$ cat config.mk
export PLATFORM = sky130hd
export DESIGN_NAME = hsi_encoder
export DESIGN_NICKNAME = d
export VERILOG_FILES = /design/src/rtl/hsi_encoder.sv
export SDC_FILE = /design/constraint.sdc
export NUM_CORES = 1
export LEC_CHECK = 0
export ABC_AREA = 0
export CORE_MARGIN = 1.5
export CORE_UTILIZATION = 40
export CTS_CLUSTER_SIZE = 25
export DETAILED_ROUTE_END_ITERATION = 12
export SLEW_MARGIN = 10
export SYNTH_ARGS = -nofsm -noshare
export SYNTH_HDL_FRONTEND = slang
export SYNTH_SLANG_ARGS = --single-unit
$ cat constraint.sdc
create_clock -name clk -period 2 [get_ports clk]
set_clock_uncertainty 0.2 [all_clocks]
set_input_delay 0.6 -clock clk [delete_from_list [all_inputs] [get_ports clk]]
set_output_delay 0.6 -clock clk [all_outputs]
set_load 0.03 [all_outputs]
$ cat src/rtl/hsi_encoder.sv
// hsi_encoder: byte-to-serial HSI line encoder with odd parity, stop bits and message gaps
module hsi_encoder #(
    parameter int BIT_LEN  = 8,
    parameter int ML_FST   = 0,
    parameter int STOP_LEN = 1,
    parameter int MSG_GAP  = 16
) (
    input  logic       clk,
    input  logic       n_rst,
    input  logic [7:0] data,
    input  logic       valid,
    input  logic       msg_last,
    output logic       ready,
    output logic       q,
    output logic       busy,
    output logic       frame_done,
    output logic       msg_done
);
    typedef enum logic [2:0] {IDLE, START, DATA, PARITY, STOP, GAP} state_t;

    localparam logic [3:0] BC_END = 4'(BIT_LEN - 1);
    localparam logic [5:0] SC_END = 6'(STOP_LEN * BIT_LEN - 1);
    localparam logic [5:0] SC_PRE = 6'(STOP_LEN * BIT_LEN - 2);
    localparam logic [7:0] GC_END = 8'(MSG_GAP - 1);
    localparam logic [7:0] GC_PRE = 8'(MSG_GAP - 2);

    state_t     state_q;
    logic [3:0] bc_q, bc_d;
    logic [2:0] idx_q, idx_d;
    logic [5:0] sc_q;
    logic [7:0] gc_q;
    logic [7:0] data_q;
    logic       par_q, last_q, ready_q, q_q, busy_q, fd_q, md_q;
    logic       bit_end, bit_d;

    assign ready      = ready_q;
    assign q          = q_q;
    assign busy       = busy_q;
    assign frame_done = fd_q;
    assign msg_done   = md_q;

    // Bit-clock wrap and the next data level to put on the line, honouring bit order
    always_comb begin
        bit_end = (bc_q == BC_END);
        bc_d    = bit_end ? 4'd0 : bc_q + 4'd1;
        idx_d   = (state_q == DATA) ? idx_q + 3'd1 : 3'd0;
        bit_d   = (ML_FST != 0) ? data_q[3'd7 - idx_d] : data_q[idx_d];
    end

    // Frame sequencer; all outputs are registered so the line only moves on clk edges
    always_ff @(posedge clk or negedge n_rst) begin
        if (!n_rst) begin
            state_q <= IDLE;
            bc_q    <= '0;
            idx_q   <= '0;
            sc_q    <= '0;
            gc_q    <= '0;
            data_q  <= '0;
            par_q   <= 1'b0;
            last_q  <= 1'b0;
            ready_q <= 1'b0;
            q_q     <= 1'b1;
            busy_q  <= 1'b0;
            fd_q    <= 1'b0;
            md_q    <= 1'b0;
        end else begin
            fd_q <= 1'b0;
            md_q <= 1'b0;
            case (state_q)
                IDLE: begin
                    if (valid && ready_q) begin
                        state_q <= START;
                        data_q  <= data;
                        par_q   <= ~^data;
                        last_q  <= msg_last;
                        ready_q <= 1'b0;
                        busy_q  <= 1'b1;
                        q_q     <= 1'b0;
                        bc_q    <= '0;
                    end else begin
                        ready_q <= 1'b1;
                    end
                end
                START: begin
                    bc_q <= bc_d;
                    if (bit_end) begin
                        state_q <= DATA;
                        idx_q   <= '0;
                        q_q     <= bit_d;
                    end
                end
                DATA: begin
                    bc_q <= bc_d;
                    if (bit_end && idx_q == 3'd7) begin
                        state_q <= PARITY;
                        q_q     <= par_q;
                    end else if (bit_end) begin
                        idx_q <= idx_d;
                        q_q   <= bit_d;
                    end
                end
                PARITY: begin
                    bc_q <= bc_d;
                    if (bit_end) begin
                        state_q <= STOP;
                        sc_q    <= '0;
                        q_q     <= 1'b1;
                    end
                end
                STOP: begin
                    sc_q <= sc_q + 6'd1;
                    fd_q <= (sc_q == SC_PRE);
                    if (sc_q == SC_END) begin
                        state_q <= last_q ? GAP : IDLE;
                        gc_q    <= '0;
                        busy_q  <= last_q;
                        ready_q <= ~last_q;
                    end
                end
                GAP: begin
                    gc_q <= gc_q + 8'd1;
                    md_q <= (gc_q == GC_PRE);
                    if (gc_q == GC_END) begin
                        state_q <= IDLE;
                        busy_q  <= 1'b0;
                        ready_q <= 1'b1;
                    end
                end
                default: state_q <= IDLE;
            endcase
        end
    end
endmodule

==> results by group, run 1 <==
Setup path
  • Data arrival, critical path: 1970 ps
  • Slowest-stage cell, CP: clkdlybuf4s50_1
  • Worst EP required: 2030 ps
  • Most used cell, CP: a21o_1
  • Setup crit start kind: primary input
  • Critical Path Sink Type: flip-flop
  • CP cell instances: clkdlybuf4s50_1 -> nand2_1 -> buf_4 -> a21o_1 -> a221oi_1 -> a21o_1
  • CP peak stage delay: 450 ps
  • Crit-path max FO: 6
  • R2R Setup Slk: 100 ps
  • Worst Setup Path Type: primary input to flip-flop

Final layout
  • Share of cells above drive strength 1: 21.8%
  • Commonest non-fill, non-tap cell in the layout: dfrtp_1
  • Layout fillers: 487
  • Sequential Area: 978 sq um
  • Most frequent cells in the layout: dfrtp_1 (37), nand2_1 (26), o21ai_0 (21)
  • Nets: 266
  • Synth-to-layout area growth: 21.3%
  • Ant. Diodes: 0
  • Util after Layout: 50.7%
  • Multi-input combinational cell area: 1150 sq um

STA
  • Setup WS post-layout: 64.8 ps
  • Final setup violation count: 0
  • Fin crit period: 1940 ps
  • Tightest Pin Transition: 454 ps
  • Final period util: 96.8%
  • Max-slew violations: 0
  • Slew headroom: 69.7%
  • RSZ-0062 raised after global routing: no
  • Hold Vio Cnt, Final: 0
  • Max Freq: 517 MHz

Yosys
  • Leading register cell type out of synthesis: dfrtp_1
  • Sequential area share after synthesis: 45.2%
  • Syn Inst Count: 214
  • Net count after synthesis: 233
  • Yosys top cell by area: dfrtp_1
  • #FFs+latches synth: 39
  • Ys Warns: 0
  • Post-synth EDFFs: 0
  • Post-synthesis area per instance: 10.1 sq um
  • Synth Cell Area: 2160 sq um
  • Largest cells by area after synthesis: dfrtp_1 (44%), mux2_2 (6.2%), o21ai_0 (4.9%), nand2_1 (4.5%), ha_1 (4.1%)
  • Yosys top cell area share: 44.0%
  • Yosys cell types: 49
  • Async SR Flop Fraction: 100%

Global routing
  • Vias in the first global route: 1658
  • Initial antenna violation count: 0
  • First-pass GRT wire length: 7.91 mm
  • GRT overflow: 0
  • Largest net degree at the start of global routing: 40
  • Gr usage total: 16.7%

Status
  • Outcome: complete, no violations

Clock network
  • Clock Path Buffers: 2
  • Clock tree root driver cell: clkbuf_8
  • CTS Hold Buffers Added: 0
  • Num CTS Buffers: 5
  • H-Tree Depth: 2
  • Clk_lat worst skew: 290 ps
  • # clock sinks: 39
  • Clock transition at path regs: 80 ps
  • CTS tree: done

Die
  • Total Die Area: 5860 sq um
  • Die Span Y: 76.5 um
  • Core area: 5170 sq um
  • Initial Utilization: 41.8%
  • Die W: 76.5 um
  • Rows: 26
  • IO Pins: 17

Placement
  • Hpwl dp: 3.11 mm
  • Port bufs: 16
  • Gpl congestion: 0.837
  • Pre-CTS setup slack: -232 ps

Power
  • Maximum VDD drop: 0.288 mV
  • Lkg Pwr: 1.12 nW
  • Clock power share: 37.8%
  • Gate power share: 5.0%
  • Int Pwr: 1.06 mW
  • Flop pwr share: 57.2%
  • Net Sw Power: 0.313 mW
  • Pwr/cell area: 525 nW/um^2
  • Sw frac: 22.7%

Route
  • Routed WL per cell: 13.7 um
  • 1st-iter DRT viols: 67
  • First-pass DRT Iterations: 4
  • Post-DRT Antenna Nets: 0
  • Post-Route WL: 4.37 mm
  • Post-route DRC violation count: 0
  • Via density: 5.36
  • Via count: 1704

Min path
  • Worst Hold Class: primary input to asynchronous set/reset pin

Flow run
  • Max-cap violations: 0
-- kinds of logic (layout without fill, tap and decap cells) --
| logic type | after synthesis | in the layout | synth area share [%] |
|---|---|---|---|
| multiplexers | 16 | 16 | 8.68 |
| AO/OA/AOI/OAI | 53 | 53 | 15.2 |
| flip-flops | 39 | 39 | 45.2 |
| buffers and inverters | 12 | 46 | 2.72 |
| adder cells (fa/ha/maj) | 7 | 7 | 4.05 |
| XOR/XNOR | 9 | 9 | 3.65 |
| AND/OR/NAND/NOR | 78 | 78 | 20.5 |
-- cell type report --
cell class / count / area share (%)
Clock buffer: 5 / 2.62
Clock inverter: 3 / 0.573
Inverter: 4 / 0.573
Multi-Input combinational cell: 163 / 43.8
Sequential cell: 39 / 37.3
Tap cell: 70 / 3.34
Timing Repair Buffer: 34 / 11.7
-- flip-flops by register name, indices dropped and copies added, names as in the netlist, 3 cells and up --
name,flops
sc_q,6
idx_q,3
data_q,8
bc_q,4
state_q,3
gc_q,8
-- cells in the mapped netlist, types with 2 or more instances --
master	count
a21o_1	4
a21oi_1	10
a22o_1	2
a31oi_1	3
and2_1	3
and3_1	3
buf_2	5
clkbuf_1	2
dfrtp_1	38
ha_1	7
inv_1	4
mux2_2	12
mux2i_1	3
nand2_1	26
nand2b_1	2
nand3_1	8
nand3b_1	3
nand4_1	4
nor2_1	10
nor3_1	4
nor3b_1	2
o21ai_0	21
o31ai_1	4
or3_1	2
xnor2_1	7
xor2_1	2
-- what timing repair did --
item / CTS / global route
pin swaps: 0 / 1
buffers inserted: 0 / 0
gates resized for setup: 4 / 5
setup endpoints to repair: 4 / 7
-- metal layers --
metal / vias up / routed length [um] / track usage [%]
met4: 0 / 73 / 7.22
li1: 844 / - / -
met3: 6 / 118 / 3.71
met5: - / 0 / 0
met1: 833 / 2120 / 22.1
met2: 21 / 2060 / 26.3
-- path summary, 6_finish.rpt --
kind	start	to	cells past startpoint
worst max-delay path	valid	state_q[0]	6
worst min-delay path	n_rst	sc_q[2]	2
worst max register to register	idx_q[0]	q	6
worst min register to register	data_q[2]	data_q[2]	1
max in group asynchronous	n_rst	q	2
min in group clk	data_q[2]	data_q[2]	1
-- power groups by stage --
stage	clock [mW]	sequential, mW	combinational, mW
2_1_floorplan	0	0.804	0.0231
3_3_place_gp	0	0.803	0.0700
3_5_place_dp	0	0.803	0.0707
4_1_cts	0.549	0.788	0.0708
5_1_grt	0.574	0.788	0.0767
6_report	0.521	0.788	0.0688
-- critical path: cells and delay by family --
kind	cells	cell delay (ps)
buffers and inverters	2	620
AO/OA/AOI/OAI	3	630
AND/OR/NAND/NOR	1	110
-- through the flow --
stage	setup TNS (ps)	power (mW)	area, sq um	hold WS [ps]	instances
after floorplan	0	0.827	2160	104	214
after global placement	-2670	0.873	2520	278	310
after detailed placement	-2720	0.874	2520	281	310
after CTS	0	1.41	2600	59.6	318
after global routing	0	1.44	2620	75.0	318
final	0	1.38	2620	60.4	318
(Power assumes the default switching activity.)
==> inputs of run 2 (changes only) <==
==> constraint.sdc (replaced) <==
create_clock -name clk -period 2.2 [get_ports clk]
set_clock_uncertainty 0.2 [all_clocks]
set_input_delay 0.66 -clock clk [delete_from_list [all_inputs] [get_ports clk]]
set_output_delay 0.66 -clock clk [all_outputs]
set_load 0.03 [all_outputs]
==> results by group, run 2 (synthesis results as in run 1) <==
STA
  • Max Freq: 471 MHz
  • Final period util: 96.5%
  • Max-slew violations: 0
  • Hold Vio Cnt, Final: 0
  • Setup TNS: 0 ps
  • Tightest Pin Transition: 555 ps
  • Final setup violation count: 0
  • RSZ-0062 raised after global routing: no
  • Fin crit period: 2120 ps
  • Slew headroom: 62.6%

Clock network
  • Clock tree root driver cell: clkbuf_8
  • # clock sinks: 39
  • Num CTS Buffers: 5
  • H-Tree Depth: 2
  • CTS tree: done
  • Clock transition at path regs: 70 ps
  • Clk_lat worst skew: 280 ps
  • Clock Path Buffers: 2

Placement
  • Port bufs: 16
  • Hpwl dp: 3.09 mm
  • Gpl congestion: 0.769

Route
  • Via count: 1638
  • 1st-iter DRT viols: 57
  • Post-Route WL: 4.12 mm
  • Post-route DRC violation count: 0
  • Via density: 5.28
  • First-pass DRT Iterations: 4
  • Post-DRT Antenna Nets: 0
  • Routed WL per cell: 13.3 um

Power
  • Design Power: 1.26 mW
  • Int Pwr: 0.996 mW
  • Pwr/cell area: 493 nW/um^2
  • Lkg Pwr: 1.08 nW
  • Sw frac: 20.9%
  • Gate power share: 4.9%
  • Flop pwr share: 56.9%
  • Net Sw Power: 0.263 mW
  • Maximum VDD drop: 0.248 mV
  • Clock power share: 38.1%

Die
  • Die Span Y: 76.5 um
  • IO Pins: 17
  • Total Die Area: 5860 sq um
  • Initial Utilization: 41.8%
  • Core area: 5170 sq um
  • Die W: 76.5 um
  • Rows: 26

Min path
  • Worst Hold Class: primary input to asynchronous set/reset pin

Setup path
  • Worst Setup Path Type: flip-flop to output port
  • Crit path buf inv count: 1
  • Crit path depth: 1
  • Setup crit start kind: flip-flop
  • R2r worst-path depth: 5
  • Data arrival, critical path: 1260 ps
  • Critical Path Sink Type: output port
  • CP cell instances: clkdlybuf4s50_1
  • Slowest-stage cell, CP: clkdlybuf4s50_1
  • Worst EP required: 1340 ps
  • Critical path's top delay family: buffers and inverters
  • CP peak stage delay: 660 ps
  • Crit-path max FO: 1

Final layout
  • Share of cells above drive strength 1: 17.5%
  • Layout fillers: 479
  • Sequential Area: 977 sq um
  • Top Registers: data_q (8), gc_q (8), sc_q (6)
  • Ant. Diodes: 0
  • Multi-input combinational cell area: 1130 sq um
  • Most frequent cells in the layout: dfrtp_1 (38), nand2_1 (26), o21ai_0 (21)
  • Util after Layout: 49.3%
  • Commonest non-fill, non-tap cell in the layout: dfrtp_1
  • Synth-to-layout area growth: 18.1%
  • Nets: 259

Global routing
  • Vias in the first global route: 1644
  • Largest net degree at the start of global routing: 23
  • GRT overflow: 0
  • First-pass GRT wire length: 7.56 mm
  • Initial antenna violation count: 0
  • Gr usage total: 16.1%

Flow run
  • Max-cap violations: 0

Status
  • Outcome: complete, no violations
[run 2: area by class of cell]
class	count	share of cell area, %
Inverter	4	0.588
Sequential cell	39	38.3
Multi-Input combinational cell	163	44.1
Timing Repair Buffer	27	10.1
Tap cell	70	3.43
Clock buffer	6	3.24
Clock inverter	1	0.196
[run 2: through the flow]
step | std cells | instance area (sq um) | setup slack (ps) | hold WS [ps]
floorplan | 214 | 2160 | 279 | 164
global placement | 303 | 2470 | -62.8 | 282
detailed placement | 303 | 2470 | -78.6 | 290
CTS | 310 | 2550 | 58.0 | 108
global route | 310 | 2550 | 26.8 | 118
finish | 310 | 2550 | 76.2 | 98.7
[run 2: worst paths after layout]
| kind | start | to | slack, ps |
|---|---|---|---|
| max in group asynchronous | n_rst | q | 1160 |
| min in group clk | data_q[2] | data_q[2] | 300 |
| worst max-delay path | msg_done | msg_done | 80 |
| worst min register to register | data_q[2] | data_q[2] | 300 |
| worst max register to register | gc_q[5] | ready | 220 |
| worst min-delay path | n_rst | sc_q[3] | 100 |
[run 2: metal layers]
layer,routed length (um),track usage (%)
met1,1970,21.0
met5,0,0
met4,65,6.11
met3,116,3.59
met2,1970,26.0
[run 2: power groups by stage]
| stage | clock [mW] | combinational [mW] | sequential (mW) |
|---|---|---|---|
| 4_1_cts | 0.502 | 0.0645 | 0.716 |
| 3_5_place_dp | 0 | 0.0645 | 0.730 |
| 3_3_place_gp | 0 | 0.0632 | 0.730 |
| 2_1_floorplan | 0 | 0.0210 | 0.731 |
| 5_1_grt | 0.530 | 0.0689 | 0.716 |
| 6_report | 0.480 | 0.0622 | 0.717 |
[run 2: what timing repair did]
action	4_1_cts	5_1_grt
setup buffers	0	0
endpoints found under the setup margin	3	0
hold buffers	0	0
hold endpoints to repair	0	0
gates resized for setup	3	0
